[src/rtl/dm_store_logger.sv]
// rtl/dm_store_logger.sv - store trace FIFO with cycle stamps and a drain stream
//
// Purpose: records every committed data-memory store {addr, data, stamp} in a
// DEPTH-entry FIFO while capturing. When dump is seen, the FIFO is drained through a
// valid/ready stream. Stores that cannot be recorded are counted as drops.
//
// Ports:
//   CLOCK_50        in   single clock, rising edge
//   reset           in   asynchronous, active-low
//   DM_writeEnable  in   store committed this cycle
//   DM_addr         in   N-bit store address
//   DM_writeData    in   N-bit store data
//   dump            in   level, request drain
//   log_valid       out  entry on log_* is valid
//   log_ready       in   sink accepts the entry
//   log_addr        out  N-bit entry address
//   log_data        out  N-bit entry data
//   log_stamp       out  STAMP_W-bit capture stamp of the entry
//   count           out  entries currently held
//   full            out  count == DEPTH
//   overflow        out  sticky, at least one store dropped
//   drop_cnt        out  dropped stores, saturating at 0xFFFF
//   dump_done       out  drain complete
module dm_store_logger #(
  parameter int N       = 64,
  parameter int DEPTH   = 16,
  parameter int STAMP_W = 32
) (
  input  logic                   CLOCK_50,
  input  logic                   reset,
  input  logic                   DM_writeEnable,
  input  logic [N-1:0]           DM_addr,
  input  logic [N-1:0]           DM_writeData,
  input  logic                   dump,
  output logic                   log_valid,
  input  logic                   log_ready,
  output logic [N-1:0]           log_addr,
  output logic [N-1:0]           log_data,
  output logic [STAMP_W-1:0]     log_stamp,
  output logic [$clog2(DEPTH):0] count,
  output logic                   full,
  output logic                   overflow,
  output logic [15:0]            drop_cnt,
  output logic                   dump_done
);
  localparam int PW = $clog2(DEPTH);
  localparam int CW = PW + 1;

  typedef enum logic [1:0] {
    CAPTURE = 2'd0,
    DRAIN   = 2'd1,
    DONE    = 2'd2
  } state_t;

  state_t state, state_nxt;

  logic [PW-1:0]      wr_ptr, rd_ptr, rd_sel;
  logic [STAMP_W-1:0] stamp;

  logic [N-1:0]       mem_addr  [DEPTH];
  logic [N-1:0]       mem_data  [DEPTH];
  logic [STAMP_W-1:0] mem_stamp [DEPTH];

  logic do_store, do_drop, do_pop;
  logic load_out, load_bypass;
  logic valid_nxt, done_nxt, clr_ptrs;
  logic drain_last;

  assign full = (count == CW'(DEPTH));

  // Drain ends when nothing was held on entry, or the last entry is being accepted.
  assign drain_last = (count == '0) || (log_valid && log_ready && (count == CW'(1)));

  // State register
  always_ff @(posedge CLOCK_50 or negedge reset) begin
    if (!reset) begin
      state <= CAPTURE;
    end else begin
      state <= state_nxt;
    end
  end

  // Next-state logic
  always_comb begin
    state_nxt = state;
    case (state)
      CAPTURE: if (dump)       state_nxt = DRAIN;
      DRAIN:   if (drain_last) state_nxt = DONE;
      DONE:    if (!dump)      state_nxt = CAPTURE;
      default:                 state_nxt = CAPTURE;
    endcase
  end

  // Control outputs of the FSM
  always_comb begin
    do_store    = 1'b0;
    do_drop     = 1'b0;
    do_pop      = 1'b0;
    load_out    = 1'b0;
    load_bypass = 1'b0;
    valid_nxt   = log_valid;
    done_nxt    = dump_done;
    clr_ptrs    = 1'b0;
    rd_sel      = rd_ptr;
    case (state)
      CAPTURE: begin
        do_store  = DM_writeEnable && !full;
        do_drop   = DM_writeEnable && full;
        valid_nxt = 1'b0;
        if (dump) begin
          if (count != '0) begin
            load_out  = 1'b1;
            valid_nxt = 1'b1;
          end else if (DM_writeEnable) begin
            // Empty FIFO but a store lands on the dump edge: present it
            // straight from the inputs, the array write is not visible yet.
            load_out    = 1'b1;
            load_bypass = 1'b1;
            valid_nxt   = 1'b1;
          end
        end
      end
      DRAIN: begin
        do_drop = DM_writeEnable;
        do_pop  = log_valid && log_ready;
        if (drain_last) begin
          valid_nxt = 1'b0;
          done_nxt  = 1'b1;
        end else if (do_pop) begin
          // Prefetch the following entry so transfers run back to back.
          load_out  = 1'b1;
          rd_sel    = rd_ptr + 1'b1;
          valid_nxt = 1'b1;
        end
      end
      DONE: begin
        do_drop   = DM_writeEnable;
        valid_nxt = 1'b0;
        if (!dump) begin
          done_nxt = 1'b0;
          clr_ptrs = 1'b1;
        end
      end
      default: begin
        valid_nxt = 1'b0;
      end
    endcase
  end

  // Storage array, no reset needed: contents are only read behind count.
  always_ff @(posedge CLOCK_50) begin
    if (do_store) begin
      mem_addr[wr_ptr]  <= DM_addr;
      mem_data[wr_ptr]  <= DM_writeData;
      mem_stamp[wr_ptr] <= stamp;
    end
  end

  // Datapath and registered outputs
  always_ff @(posedge CLOCK_50 or negedge reset) begin
    if (!reset) begin
      stamp     <= '0;
      wr_ptr    <= '0;
      rd_ptr    <= '0;
      count     <= '0;
      overflow  <= 1'b0;
      drop_cnt  <= '0;
      log_valid <= 1'b0;
      dump_done <= 1'b0;
      log_addr  <= '0;
      log_data  <= '0;
      log_stamp <= '0;
    end else begin
      stamp     <= stamp + 1'b1;
      count     <= count + CW'(do_store) - CW'(do_pop);
      log_valid <= valid_nxt;
      dump_done <= done_nxt;
      if (clr_ptrs) begin
        wr_ptr <= '0;
        rd_ptr <= '0;
      end else begin
        if (do_store) wr_ptr <= wr_ptr + 1'b1;
        if (do_pop)   rd_ptr <= rd_ptr + 1'b1;
      end
      if (do_drop) begin
        overflow <= 1'b1;
        if (drop_cnt != 16'hFFFF) drop_cnt <= drop_cnt + 1'b1;
      end
      if (load_out) begin
        if (load_bypass) begin
          log_addr  <= DM_addr;
          log_data  <= DM_writeData;
          log_stamp <= stamp;
        end else begin
          log_addr  <= mem_addr[rd_sel];
          log_data  <= mem_data[rd_sel];
          log_stamp <= mem_stamp[rd_sel];
        end
      end
    end
  end

endmodule

[config.mk]
export PLATFORM = sky130hd
export DESIGN_NAME = dm_store_logger
export DESIGN_NICKNAME = d
export VERILOG_FILES = /design/src/rtl/dm_store_logger.sv
export SDC_FILE = /design/constraint.sdc
export NUM_CORES = 2
export LEC_CHECK = 0
export ABC_AREA = 0
export CORE_AREA = 4 4 543 545
export CTS_CLUSTER_DIAMETER = 200
export DETAILED_ROUTE_END_ITERATION = 10
export DIE_AREA = 0 0 547 549
export HOLD_SLACK_MARGIN = 0.08
export RECOVER_POWER = 50
export SYNTH_ARGS = -nofsm -noshare
export SYNTH_HDL_FRONTEND = slang
export SYNTH_SLANG_ARGS = --single-unit
[constraint.sdc]
create_clock -name CLOCK_50 -period 26.5 [get_ports CLOCK_50]
set_input_delay 5.3 -clock CLOCK_50 [delete_from_list [all_inputs] [get_ports CLOCK_50]]
set_output_delay 5.3 -clock CLOCK_50 [all_outputs]
set_load 0.01 [all_outputs]
Yosys cells after proc, flatten, opt, wreduce, memory -nomap -nowiden
Memory sizes are Yosys's and may differ from the RTL's.
Cells that the tools add are included.
{ "word_totals": {"out_inout_bits": 185, "ramBits": 2560, "in_bits": 133, "n_memories": 3, "ff_bits": 226} }
{ "classes": {"add_sub_neg": 6, "reduce_logical": 16, "n_eq_ne": 9, "n_mux": 36} }
{ "memory_table": {"columns": ["name", "words", "width", "rd", "rd_ports_with_merged_regs", "wr", "line_no", "text"], "rows": [
  ["mem_addr", 16, 64, 1, 0, 1, "60", "logic [N-1:0] mem_addr [DEPTH];"],
  ["mem_data", 16, 64, 1, 0, 1, "61", "logic [N-1:0] mem_data [DEPTH];"],
  ["mem_stamp", 16, 32, 1, 0, 1, "62", "logic [STAMP_W-1:0] mem_stamp [DEPTH];"]
]} }
{ "ops": {"columns": ["cell", "n"], "rows": [
  ["64-bit 2-to-1 mux", 2],
  ["32-bit by 1-bit adder with 32-bit output (second input constant)", 1],
  ["32-bit 2-to-1 mux", 1],
  ["4-bit 2-to-1 mux", 7],
  ["1-bit 2-to-1 mux", 18],
  ["16-bit by 1-bit adder with 16-bit output (second input constant)", 1],
  ["16-bit != test (second input constant)", 1],
  ["4-bit by 1-bit adder with 4-bit output (second input constant)", 2],
  ["1-bit case mux with 2 select lines", 4],
  ["2-bit 2-to-1 mux", 3],
  ["2-bit != test (second input constant)", 3],
  ["2-bit case mux with 3 select lines", 1],
  ["3-bit AND reduction", 2],
  ["2-bit nonzero test", 3],
  ["5-bit by 1-bit adder with 5-bit output", 1],
  ["5-bit by 1-bit == test with 1-bit output (second input constant)", 1],
  ["5-bit == test (second input constant)", 1],
  ["5-bit zero test", 1],
  ["5-bit nonzero test", 1],
  ["5-bit by 1-bit subtractor with 5-bit output", 1],
  ["1-bit logical AND", 4],
  ["3-bit != test (second input constant)", 1],
  ["2-bit by 1-bit == test with 1-bit output (second input constant)", 1],
  ["2-bit == test (second input constant)", 1],
  ["other kinds (5)", 5]
]} }

Longest topological paths before layout
An unclocked memory read counts as a cell.
{ "logic_depth": {"word_depth": 7, "mapped_depth": 17, "depth_no_buf": 15} }

Worst setup path before layout
OpenSTA, ideal clock, no wires.
{ "synth_timing": {"path_kind": "input-to-reg", "startpoint": "in DM_writeEnable", "endpoint": "mem mem_addr[3][0], enable pin", "setup_slack_ns": 8.925, "n_path_buf": 0, "t_arrival_ns": 16.698, "cell_stages": 4, "setup_time_ns": 0.876, "path_cell_list": "nand2_1 -> nor2_1 -> nand2_1 -> nor3_1"} }
{ "synth_between": {"elab_chain_cells": 4} }
{ "synth_lines": {"columns": ["element", "line_no", "text"], "rows": [
  ["from (decl)", "31", "input logic DM_writeEnable,"],
  ["1-bit logical AND", "107", "do_store = DM_writeEnable && !full;"],
  ["1-bit 2-to-1 mux", "105", "case (state)"],
  ["1-bit 2-to-1 mux", "152", "if (do_store) begin"],
  ["1-bit 2-to-1 mux (implied by the code)", "153", "mem_addr[wr_ptr] <= DM_addr;"],
  ["to (decl)", "60", null]
]} }
No other way between the ends.

Final worst setup path
{ "layout_timing": {"startpoint": "in log_ready", "endpoint": "reg log_stamp[1]"} }
{ "layout_between": {"elab_chain_cells": 7, "word_cells_on_any_way": 11} }
{ "layout_lines": {"columns": ["element", "line_no", "text"], "rows": [
  ["from (decl)", "36", "input logic log_ready,"],
  ["1-bit logical AND (*)", "72, 125", null],
  ["1-bit logical AND", "72", "assign drain_last = (count == '0) || (log_valid && log_ready && (count == CW'(1)));"],
  ["1-bit logical OR", "72", null],
  ["4-bit 2-to-1 mux", "126", "if (drain_last) begin"],
  ["4-bit 2-to-1 mux", "105", null],
  ["memory 16 x 32 bit", null, null],
  ["32-bit 2-to-1 mux", "190", "if (load_bypass) begin"],
  ["to (signal assigned)", "193", "log_stamp <= stamp;"],
  ["to (signal assigned)", "197", "log_stamp <= mem_stamp[rd_sel];"],
  ["to (decl)", "39", "output logic [STAMP_W-1:0] log_stamp,"]
]} }
Every way passes the cells marked *; elsewhere a longest branch is shown, timed or not.
A chain may end at the register's enable or synchronous reset.

==> reports/qor.tcl <==
set qor(netlist-cell-type-count) 85
set qor(drc_violations_left) 0
set qor(routed_wire_length_per_instance_um) 31.8
set qor(routed-via-count) 83900
set qor(dieArea_sq_um) 300000
set qor(postSynth.asyncResetShare) 0.0811
set qor(ys_ff_latch) 2786
set qor(fin_area_sq_um) 147000
set qor(reg2regPathDepth) 12
set qor(fmax_mhz) 81.1
set qor(synthTopCellsByCount) {sky130_fd_sc_hd__edfxtp_1, sky130_fd_sc_hd__mux2i_1, sky130_fd_sc_hd__a22oi_1}
set qor(post_drt_via_cell_ratio) 6.59
set qor(endpoint_kind) {register}
set qor(antenna_found_initial) 55
set qor(slew-limit-headroom) -2.18
set qor(predominant_post_synthesis_flop_cell) {sky130_fd_sc_hd__edfxtp_1}
set qor(synth_fp_nets) 8634
set qor(port_buffers) 317
set qor(clkSlewWorstSetupHoldPaths_ns) 0.05
set qor(pin_count) 318
set qor(leakage_nw) 48.8
set qor(synthesis.area_sq_um) 130000
set qor(synth_top_cell_by_area) {sky130_fd_sc_hd__edfxtp_1}
set qor(routed_wirelength_um) 404000
set qor(status) {finished, violations left}
set qor(min_path_type) {reg -> reg}
set qor(area.growth.synth_to_final_pct) 12.9
set qor(clock_latency_late_sink_ns) 0.94
set qor(utilization) 0.505
set qor(final-hold-violation-count) 0
set qor(post-place-ws_ns) 15.28
set qor(cpMaxStageDelayCell) {sky130_fd_sc_hd__clkbuf_1}
set qor(yosysTopAreaCellShare) 0.592
set qor(clockBufferDepth) 4
set qor(grt_setup_unrepaired) {no}
set qor(worst_slew_pin_slew_ns) 4.77
set qor(drc_violation_total_after_the_first_tritonroute_iteration) 7894
set qor(final_net_count) 8692
set qor(final.setup.tns_ns) 0
set qor(initial_core_util) 0.447
set qor(routabilityCongestion) 0.770
set qor(drt.antenna.violating_nets) 0
set qor(numClockSinks) 2786
set qor(worst_clock_skew_ns) 0.0645
set qor(tritoncts) {built}
set qor(ys_top_cells_by_area) {sky130_fd_sc_hd__edfxtp_1, sky130_fd_sc_hd__mux2i_1, sky130_fd_sc_hd__dfrtp_1}
set qor(grt_first_pass_wirelength_um) 583000
set qor(maxSlewViolCount) 205
set qor(syn_avg_cell_area_sq_um) 15.3
set qor(critPathMaxStageDelay_ns) 1.40
set qor(final_critical_path_setup_slack_ns) 14.18
set qor(worstPathCellList) {dlygate4sd3_1 > nand3_4 > clkbuf_1 > clkinv_1 > clkbuf_1 > nand2_4 > buf_4 > nand2_8 > buf_4 > o22ai_1 > a31oi_1 > and3_1}
set qor(fin_crit_period_ns) 12.32
set qor(cts_root_buffer_type) {sky130_fd_sc_hd__clkbuf_16}
set qor(gr-total-overflow) 0
set qor(dr.pass1.iters) 6
set qor(numCtsBuffers) 306
set qor(start_to_end_type_of_the_worst_setup_path) {in -> reg}
set qor(number_of_placement_rows) 198
set qor(cp.depth) 12
set qor(worst_setup_path_start_kind) {primary input}
set qor(reg2reg_setup_slack_ns) 18.32
set qor(drive_above_1_share) 0.129
set qor(ctsResizeCount) 0
set qor(post-cts-setup-buffers) 0
set qor(crit_path_max_fanout) 71
set qor(critPathTopFamily) {buffers and inverters}
set qor(failing_checks) {max-capacitance violations, max-slew violations}
set qor(max_cap_viol_count) 7
set qor(r2r-start) {state[0]}
set qor(nFillCells) 23900
set qor(power.density_cell_area_nw_per_um2) 106
set qor(cp.arrival_ns) 13.12
set qor(synth_edf_count) 2560
set qor(chipWidth_um) 547
set qor(startpoint) {log_ready}
set qor(placement.cell_area_sq_um) 136000
set qor(number_of_global_route_vias_before_repair) 84200
set qor(h-tree-depth) 5
set qor(chip_height_um) 549
set qor(globalRouteTotalUtil) 0.261
set qor(ys_warn_count) 0
set qor(r2r-end) {log_stamp[1]}
set qor(final-setup-viol-count) 0
set qor(yosysMostFrequentCell) {sky130_fd_sc_hd__edfxtp_1}
set qor(fin_crit_sh) 0.465
set qor(vdd_ir_drop_max_v) 0.000150
set qor(place_hpwl_um) 204000
set qor(grt_max_degree) 152
set qor(setup.worst_path.end) {log_stamp[1]}
set qor(cp_data_required_time_ns) 27.30
set qor(synth.yosys.seq_area_share) 0.636
set qor(cp.buffers_inverters) 6
set qor(cells_after_synthesis) 8483
set qor(holdBufCountCts) 0
set qor(fp.coreArea_sq_um) 290000
-- stage by stage --
step | std cells | hold WS, ns | total power [W]
after floorplan | 8483 | 0.512 | 0.00954
after global placement | 12100 | 0.481 | 0.0113
after detailed placement | 12100 | 0.484 | 0.0114
after CTS | 12700 | 0.496 | 0.0156
after global routing | 12700 | 0.524 | 0.0162
final | 12700 | 0.494 | 0.0156
-- sequential cells by signal (all words and copies together), names as in the netlist --
name and flops:
log_data 64, log_valid 1, stamp 32, log_addr 64, mem_addr 1024, mem_data 1024
rd_ptr 4, overflow 1, wr_ptr 4, dump_done 1, state 2, count 5
mem_stamp 512, log_stamp 32, drop_cnt 16
-- area by class of cell --
type | count | area, sq um | area share
flip-flops and latches | 2786 | 82500 | 0.563
clock buffers | 423 | 8560 | 0.0584
inverters | 30 | 115 | 0.000786
repair buffers | 497 | 4770 | 0.0326
clock inverters | 142 | 1500 | 0.0102
well taps | 3900 | 4880 | 0.0333
diodes | 28 | 70.1 | 0.000478
multi-input cells | 4920 | 44100 | 0.301
-- routing by layer --
layer | track usage | vias to the layer above | wire, um
met2 | 0.434 | 3512 | 194000
met5 | 0 | - | 121
li1 | - | 35500 | -
met3 | 0.0393 | 850 | 28600
met4 | 0.102 | 20 | 16300
met1 | 0.345 | 44100 | 165000
-- placed cells by master (no fill, tap or decap), drive strengths merged, types with 40 or more instances in the layout --
cell type,instances
mux2i,1721
a32o,73
nand3,77
o21ai,104
a221oi,395
nor3,189
o22ai,331
mux2,218
o32ai,68
edfxtp,2560
mux4,169
buf,175
clkbuf,429
clkdlybuf4s50,185
a211oi,191
a21oi,65
o221ai,162
nand2,172
dlygate4sd3,131
and3,40
o22a,45
a22oi,397
dfrtp,226
xnor2,40
nor2b,100
clkinv,117
nor2,83
-- cells by family (layout without fill, tap and decap cells) --
| logic type | count (synthesis) | after routing | synth area share |
|---|---|---|---|
| DFF | 2786 | 2786 | 0.636 |
| other | 0 | 28 | 0 |
| buffers and inverters | 777 | 1092 | 0.0270 |
| xor gates and xnor gates | 54 | 54 | 0.00364 |
| muxes | 2108 | 2108 | 0.181 |
| adders and majority gates | 18 | 18 | 0.00179 |
| and+or+nand+nor | 741 | 741 | 0.0290 |
| AOI/OAI and AO/OA | 1999 | 1999 | 0.122 |
-- where the power goes --
| group | internal [W] | total, W | leakage (nW) | switching [W] |
|---|---|---|---|---|
| registers | 0.00520 | 0.00551 | 26.5 | 0.000310 |
| clock network | 0.00245 | 0.00425 | 4.90 | 0.00180 |
| logic | 0.00232 | 0.00582 | 17.4 | 0.00350 |
| total | 0.00997 | 0.0156 | 48.8 | 0.00561 |
-- worst min path at each step --
stage                 start           end  depth (start not counted)
2_1_floorplan      overflow      overflow                          1
3_3_place_gp    drop_cnt[5]   drop_cnt[5]                          1
3_5_place_dp       overflow      overflow                          1
4_1_cts            overflow      overflow                          1
5_1_grt        drop_cnt[15]  drop_cnt[15]                          1
6_report           overflow      overflow                          1
Note: power is estimated with default switching activity, not from simulation.
